<file path="src/rtl/la_i2c_device_pkg.sv">
// Shared types and constants for the I2C target engine: FSM encoding,
// ACK/RW bit values and small state-mapping helpers.
`timescale 1ns/1ps
package la_i2c_device_pkg;

  typedef enum logic [3:0] {
    ST_IDLE, ST_ADDR, ST_ADDR_ACK, ST_PTR, ST_PTR_ACK,
    ST_WDATA, ST_WDATA_ACK, ST_RDATA, ST_RDATA_ACK, ST_IGNORE
  } i2c_state_e;

  localparam logic I2C_ACK     = 1'b0;
  localparam logic I2C_RW_READ = 1'b1;

  // ACK phase that follows a completed byte in each receive state
  function automatic i2c_state_e ack_state(input i2c_state_e s);
    case (s)
      ST_ADDR: ack_state = ST_ADDR_ACK;
      ST_PTR:  ack_state = ST_PTR_ACK;
      default: ack_state = ST_WDATA_ACK;
    endcase
  endfunction

  // Busy once the address has matched; the address phase itself is not busy
  function automatic logic state_busy(input i2c_state_e s);
    case (s)
      ST_IDLE, ST_ADDR, ST_IGNORE: state_busy = 1'b0;
      default:                     state_busy = 1'b1;
    endcase
  endfunction

endpackage

</file>
<file path="src/rtl/la_i2c_device_sync.sv">
// Two-flop synchronizer for SCL/SDA plus registered rise/fall/START/STOP pulses.
// An SDA change while SCL is itself changing is never reported as START/STOP.
`timescale 1ns/1ps
module la_i2c_device_sync #(
  parameter string TARGET = "DEFAULT"
) (
  input  logic clk,
  input  logic nreset,
  input  logic scl_in,
  input  logic sda_in,
  output logic scl_rise,
  output logic scl_fall,
  output logic start,
  output logic stop,
  output logic sda_level
);

  logic [1:0] scl_pipe_r, sda_pipe_r;
  logic       scl_prev_r, sda_prev_r;
  logic       scl_rise_r, scl_fall_r, start_r, stop_r, sda_level_r;

  generate
    if (TARGET == "DEFAULT") begin : g_generic
      // Generic synchronizer flops, reset to the idle-high bus level
      always_ff @(posedge clk or negedge nreset) begin
        if (!nreset) begin
          scl_pipe_r <= 2'b11;
          sda_pipe_r <= 2'b11;
        end else begin
          scl_pipe_r <= {scl_pipe_r[0], scl_in};
          sda_pipe_r <= {sda_pipe_r[0], sda_in};
        end
      end
    end else begin : g_tech
      // Technology synchronizer cells map onto this chain
      always_ff @(posedge clk or negedge nreset) begin
        if (!nreset) begin
          scl_pipe_r <= 2'b11;
          sda_pipe_r <= 2'b11;
        end else begin
          scl_pipe_r <= {scl_pipe_r[0], scl_in};
          sda_pipe_r <= {sda_pipe_r[0], sda_in};
        end
      end
    end
  endgenerate

  // Edge and bus-condition detection on the synchronized levels
  always_ff @(posedge clk or negedge nreset) begin
    if (!nreset) begin
      scl_prev_r  <= 1'b1;
      sda_prev_r  <= 1'b1;
      scl_rise_r  <= 1'b0;
      scl_fall_r  <= 1'b0;
      start_r     <= 1'b0;
      stop_r      <= 1'b0;
      sda_level_r <= 1'b1;
    end else begin
      scl_prev_r  <= scl_pipe_r[1];
      sda_prev_r  <= sda_pipe_r[1];
      scl_rise_r  <= scl_pipe_r[1] & ~scl_prev_r;
      scl_fall_r  <= ~scl_pipe_r[1] & scl_prev_r;
      start_r     <= scl_pipe_r[1] & scl_prev_r & sda_prev_r & ~sda_pipe_r[1];
      stop_r      <= scl_pipe_r[1] & scl_prev_r & ~sda_prev_r & sda_pipe_r[1];
      sda_level_r <= sda_pipe_r[1];
    end
  end

  assign scl_rise  = scl_rise_r;
  assign scl_fall  = scl_fall_r;
  assign start     = start_r;
  assign stop      = stop_r;
  assign sda_level = sda_level_r;

endmodule

</file>
<file path="src/rtl/la_i2c_device.sv">
// I2C target engine: address match, register pointer, auto-incrementing
// byte-wide register port for writes and reads.
`timescale 1ns/1ps
module la_i2c_device
  import la_i2c_device_pkg::*;
#(
  parameter string      TARGET = "DEFAULT",
  parameter logic [6:0] ADDR   = 7'h50
) (
  input  logic       clk,
  input  logic       nreset,
  input  logic       i2c_scl_in,
  input  logic       i2c_sda_in,
  output logic       i2c_scl_out,
  output logic       i2c_scl_oe,
  output logic       i2c_sda_out,
  output logic       i2c_sda_oe,
  output logic       reg_wr_en,
  output logic       reg_rd_en,
  output logic [7:0] reg_addr,
  output logic [7:0] reg_wdata,
  input  logic [7:0] reg_rdata,
  output logic       busy
);

  logic scl_rise_s, scl_fall_s, start_s, stop_s, sda_s;

  la_i2c_device_sync #(.TARGET(TARGET)) u_sync (
    .clk      (clk),
    .nreset   (nreset),
    .scl_in   (i2c_scl_in),
    .sda_in   (i2c_sda_in),
    .scl_rise (scl_rise_s),
    .scl_fall (scl_fall_s),
    .start    (start_s),
    .stop     (stop_s),
    .sda_level(sda_s)
  );

  i2c_state_e state_r, state_s;
  logic [2:0] bit_cnt_r, cnt_s;
  logic [7:0] shift_r, shift_s, ptr_r, ptr_s, wdata_r, wdata_s, addr_r, byte_s;
  logic       full_r, full_s, rw_r, rw_s, rd_pend_r, rd_pend_s;
  logic       sda_oe_r, sda_oe_s, wr_en_r, wr_en_s, rd_en_r, rd_en_s, busy_r;

  assign byte_s = {shift_r[6:0], sda_s};

  // full_r marks a received byte awaiting the SCL fall that opens its ACK bit
  always_comb begin
    state_s   = state_r;
    cnt_s     = bit_cnt_r;
    shift_s   = shift_r;
    ptr_s     = ptr_r;
    full_s    = full_r;
    rw_s      = rw_r;
    rd_pend_s = rd_en_r;
    sda_oe_s  = sda_oe_r;
    wr_en_s   = 1'b0;
    rd_en_s   = 1'b0;
    wdata_s   = wdata_r;
    if (start_s || stop_s) begin
      state_s   = start_s ? ST_ADDR : ST_IDLE;
      cnt_s     = 3'd0;
      full_s    = 1'b0;
      sda_oe_s  = 1'b0;
      rd_pend_s = 1'b0;
    end else begin
      case (state_r)
        ST_ADDR, ST_PTR, ST_WDATA: begin
          if (scl_rise_s && !full_r) begin
            shift_s = byte_s;
            cnt_s   = bit_cnt_r + 3'd1;
            if (bit_cnt_r == 3'd7) begin
              full_s = 1'b1;
              case (state_r)
                ST_ADDR: begin
                  rw_s    = byte_s[0];
                  state_s = (byte_s[7:1] == ADDR) ? ST_ADDR : ST_IGNORE;
                end
                ST_PTR:  ptr_s = byte_s;
                default: begin
                  wr_en_s = 1'b1;
                  wdata_s = byte_s;
                  ptr_s   = ptr_r + 8'd1;
                end
              endcase
            end else begin
              full_s = 1'b0;
            end
          end else if (scl_fall_s && full_r) begin
            full_s   = 1'b0;
            sda_oe_s = 1'b1;
            state_s  = ack_state(state_r);
          end else begin
            full_s = full_r;
          end
        end
        ST_ADDR_ACK, ST_PTR_ACK, ST_WDATA_ACK: begin
          if (scl_fall_s) begin
            sda_oe_s = 1'b0;
            if (state_r == ST_ADDR_ACK && rw_r == I2C_RW_READ) begin
              state_s = ST_RDATA;
              rd_en_s = 1'b1;
            end else if (state_r == ST_ADDR_ACK) begin
              state_s = ST_PTR;
            end else begin
              state_s = ST_WDATA;
            end
          end else begin
            sda_oe_s = 1'b1;
          end
        end
        ST_RDATA: begin
          if (rd_pend_r) begin
            shift_s  = reg_rdata;
            sda_oe_s = ~reg_rdata[7];
            ptr_s    = ptr_r + 8'd1;
            cnt_s    = 3'd0;
          end else if (scl_fall_s && bit_cnt_r == 3'd7) begin
            sda_oe_s = 1'b0;
            cnt_s    = 3'd0;
            state_s  = ST_RDATA_ACK;
          end else if (scl_fall_s) begin
            shift_s  = {shift_r[6:0], 1'b0};
            sda_oe_s = ~shift_r[6];
            cnt_s    = bit_cnt_r + 3'd1;
          end else begin
            sda_oe_s = sda_oe_r;
          end
        end
        ST_RDATA_ACK: begin
          if (scl_rise_s) begin
            if (sda_s == I2C_ACK) begin
              full_s = 1'b1;
            end else begin
              state_s = ST_IGNORE;
            end
          end else if (scl_fall_s && full_r) begin
            full_s  = 1'b0;
            state_s = ST_RDATA;
            rd_en_s = 1'b1;
          end else begin
            full_s = full_r;
          end
        end
        ST_IDLE, ST_IGNORE: sda_oe_s = 1'b0;
        default:            state_s  = ST_IDLE;
      endcase
    end
  end

  // State and datapath registers; reg_addr trails the pointer by one clock
  always_ff @(posedge clk or negedge nreset) begin
    if (!nreset) begin
      state_r   <= ST_IDLE;
      bit_cnt_r <= 3'd0;
      shift_r   <= 8'd0;
      ptr_r     <= 8'd0;
      full_r    <= 1'b0;
      rw_r      <= 1'b0;
      rd_pend_r <= 1'b0;
      sda_oe_r  <= 1'b0;
      wr_en_r   <= 1'b0;
      rd_en_r   <= 1'b0;
      wdata_r   <= 8'd0;
      addr_r    <= 8'd0;
      busy_r    <= 1'b0;
    end else begin
      state_r   <= state_s;
      bit_cnt_r <= cnt_s;
      shift_r   <= shift_s;
      ptr_r     <= ptr_s;
      full_r    <= full_s;
      rw_r      <= rw_s;
      rd_pend_r <= rd_pend_s;
      sda_oe_r  <= sda_oe_s;
      wr_en_r   <= wr_en_s;
      rd_en_r   <= rd_en_s;
      wdata_r   <= wdata_s;
      addr_r    <= ptr_r;
      busy_r    <= state_busy(state_s);
    end
  end

  assign i2c_scl_out = 1'b0;
  assign i2c_scl_oe  = 1'b0;
  assign i2c_sda_out = 1'b0;
  assign i2c_sda_oe  = sda_oe_r;
  assign reg_wr_en   = wr_en_r;
  assign reg_rd_en   = rd_en_r;
  assign reg_addr    = addr_r;
  assign reg_wdata   = wdata_r;
  assign busy        = busy_r;

endmodule

</file>
<file path="config.mk">
export PLATFORM = sky130hd
export DESIGN_NAME = la_i2c_device
export DESIGN_NICKNAME = d
export VERILOG_FILES = /design/src/rtl/la_i2c_device_pkg.sv /design/src/rtl/la_i2c_device_sync.sv /design/src/rtl/la_i2c_device.sv
export SDC_FILE = /design/constraint.sdc
export NUM_CORES = 1
export LEC_CHECK = 0
export CORE_MARGIN = 4
export CORE_UTILIZATION = 45
export CTS_BUF_LIST = sky130_fd_sc_hd__clkbuf_16
export DETAILED_ROUTE_END_ITERATION = 12
export PLACE_DENSITY = 0.67
export SETUP_SLACK_MARGIN = 0.3
export SYNTH_ARGS = -nofsm -noshare
export SYNTH_HDL_FRONTEND = slang
export SYNTH_SLANG_ARGS = --single-unit
</file>
<file path="constraint.sdc">
create_clock -name clk -period 2.44 [get_ports clk]
set_clock_uncertainty 0.05 [all_clocks]
set_input_delay 0.244 -clock clk [delete_from_list [all_inputs] [get_ports clk]]
set_output_delay 0.244 -clock clk [all_outputs]
set_load 0.05 [all_outputs]
</file>
==> impl_metrics.tcl <==
set metrics [dict create \
    hpwl_mm 4.00 \
    cellLeakagePower_nw 1.55 \
    setup_tns_ps 0 \
    critPathMaxFanout 10 \
    min_period_ps 2040 \
    cp_common_cell "ha_1" \
    final-setup-viol-count 0 \
    start_util_pct 46.8 \
    finalWeightedCongestion 0.817 \
    netlist_area_mm2 0.00279 \
    synth_top_family_by_area "simple AND/OR/NAND/NOR gates" \
    crit_path_end_kind "flip-flop" \
    routed_wl_mm 5.65 \
    die_y_um 86.7 \
    crit_path_max_incr_delay_ps 400 \
    grt.total_usage_pct 16.2 \
    cts_root_buf "clkbuf_16" \
    antenna_found_initial 0 \
    via_per_inst 5.66 \
    drive_above_1_share_pct 19.9 \
    relSlewSlack_pct 53.4 \
    layout.nets 291 \
    timing.final.max_slew_violations 0 \
    drt_first_pass_iters 4 \
    holdWs_ps 303 \
    ys_types 62 \
    antenna_left 0 \
    diodes 0 \
    synth-compound-area-share_pct 15.5 \
    layout.cells.non_filler 352 \
    wl_per_cell_um 16.1 \
    cts.clk_slew.worst_paths_ps 70 \
    drc 0 \
    critical_path_class "flip-flop to flip-flop" \
    grt_start_max_net_pins 31 \
    async_reset_ff_share_pct 100 \
    numCtsBuffers 5 \
    synth_xor_xnor_area_share_pct 0 \
    rsz0062_at_grt "no" \
    yosys-mux-area-fraction_pct 10.6 \
    syn_area_per_cell_um2 11.3 \
    htree_levels 2 \
    hold_viol 0 \
    fillCellCount 525 \
    drtIter0Drc 143 \
    finalCritPeriodShare_pct 83.6 \
    syn2layout_area_growth_pct 18.1 \
    row_count 28 \
    yosys_most_used_dff "dfrtp_1" \
    synth_edf_count 0 \
    crit_arrival_ps 2170 \
    die_w_um 86.7 \
    critPathLaunchType "flip-flop" \
    tightest_slew_ps 681 \
    grt_pass1_wl_mm 9.69 \
    final_area_mm2 0.00329 \
    grt_overflow_total 0 \
    cts_tree "done" \
    coreArea_mm2 0.00596 \
    power.total_mw 2.29 \
    max-clock-path-buffers 2 \
    critPathSlowestCell "dfrtp_1" \
    dp.cells 342 \
    setup_ws_ps 399 \
    grt_pass1_vias 1934 \
    io_pins 35 \
    ys_seq_elements 55 \
    io_buffers 31 \
    vias 1991 \
    yosys.area_share.simple_pct 18.3 \
    required_ps 2570 \
    place_ws_ps 400 \
    powerDensity_mw_per_mm2 697 \
    clkLatencyLatePin_ps 290 \
    ys_seq_area_share_pct 49.6 \
    dieArea_mm2 0.00752 \
    final_util_pct 55.3 \
    fmaxAchievable_ghz 0.490 \
    status "completed" \
    placed_area_mm2 0.00313 \
    min_path_type "input pin to flip-flop" \
    irDropWorstVdd_mv 0.467 \
    clock_sinks 55 \
    crit_chain "ha_1 > ha_1 > mux2_4 > a211oi_2 > buf_4 > nor4_1 > a211o_1" \
    synth_cells 246 \
    drv_cap 0 \
    synth_fa_ha_area_share_pct 1.35 \
    yosys_warnings 0 \
]
==> repair_timing <==
| item | 4_1_cts | 5_1_grt |
|---|---|---|
| resized for setup | 0 | 1 |
| setup buffers | 0 | 1 |
| endpoints found under the setup margin | 0 | 14 |
| hold buffers | 1 | 0 |
| hold endpoints to repair | 22 | 0 |
==> routing by layer <==
metal  GRT usage (%)  part of all wire, %
met4            4.82                  1.5
met5               0                    0
met1            22.9                   48
met3            3.71                  4.6
met2            25.0                   46
==> worst max-delay path: cells and delay by family (launching register included) <==
kind / cells / cell delay, ps
flip-flops: 1 / 400
AO/OA/AOI/OAI: 2 / 480
buffers and inverters: 1 / 190
multiplexers: 1 / 300
adder cells (fa/ha/maj): 2 / 460
AND/OR/NAND/NOR: 1 / 60
==> cells by family (layout without fill, tap and decap cells) <==
logic type,Yosys count,after routing
AOI/OAI and AO/OA,60,60
adders and majority gates,3,3
buffers and inverters,21,50
DFF,55,55
muxes,26,26
other,1,3
and+or+nand+nor,80,80
==> cell type report <==
type | instances | area, um^2 | share of cell area, %
Clock buffer | 5 | 125 | 3.80
Clock inverter | 3 | 16.3 | 0.494
Tap cell | 75 | 93.8 | 2.85
Timing Repair Buffer | 41 | 383 | 11.6
Inverter | 1 | 3.75 | 0.114
Multi-Input combinational cell | 172 | 1280 | 39.0
Sequential cell | 55 | 1390 | 42.1
==> state kept, by name, indices dropped and copies added, names as in the netlist, 2 cells and up <==
| signal | count |
|---|---|
| u_sync.scl_pipe_r | 2 |
| reg_wdata | 8 |
| shift_r | 7 |
| state_r | 4 |
| bit_cnt_r | 3 |
| u_sync.sda_pipe_r | 2 |
| ptr_r | 8 |
| reg_addr | 8 |
==> worst paths after layout <==
path	cells past startpoint	startpoint	slack, ps	end
max	7	bit_cnt_r[0]	400	ptr_r[0]
min	1	i2c_scl_in	300	u_sync.scl_pipe_r[0]
max reg2reg	7	bit_cnt_r[0]	400	ptr_r[0]
min reg2reg	0	u_sync.sda_pipe_r[0]	310	u_sync.sda_pipe_r[1]
max in group asynchronous	3	nreset	1220	full_r
min in group asynchronous	2	nreset	470	reg_rd_en
==> power by group <==
group | leakage, nW | switching [mW] | internal [mW] | total, mW
clock network | 0.0730 | 0.315 | 0.377 | 0.692
registers | 0.727 | 0.137 | 1.03 | 1.17
logic | 0.747 | 0.230 | 0.207 | 0.437
==> layout by cell type, fill, tap and decap left out, types with 6 or more instances in the layout <==
cell | netlist | layout
nand3_1 | 8 | 8
buf_4 | 7 | 9
nor3_1 | 9 | 9
clkdlybuf4s50_1 | 0 | 30
mux2_2 | 20 | 20
a21oi_1 | 9 | 9
a2bb2oi_1 | 6 | 6
dfrtp_1 | 49 | 48
nor2_1 | 10 | 10
nand2_1 | 13 | 13
o21ai_0 | 11 | 11
dfstp_2 | 6 | 6
==> Yosys cell counts, types with 4 or more instances <==
library cell | count | area [um^2]
dfrtp_1 | 49 | 1230
mux2_2 | 20 | 225
nand2_1 | 13 | 48.8
o21ai_0 | 11 | 55.1
nor2_1 | 10 | 37.5
a21oi_1 | 9 | 45.0
nor3_1 | 9 | 45.0
nand3_1 | 8 | 40.0
buf_4 | 7 | 52.6
a2bb2oi_1 | 6 | 52.6
clkbuf_1 | 6 | 22.5
dfstp_2 | 6 | 158
buf_2 | 5 | 25.0
nor2b_1 | 5 | 31.3
a31oi_1 | 4 | 25.0
mux2_1 | 4 | 45.0
(Power assumes the default switching activity.)
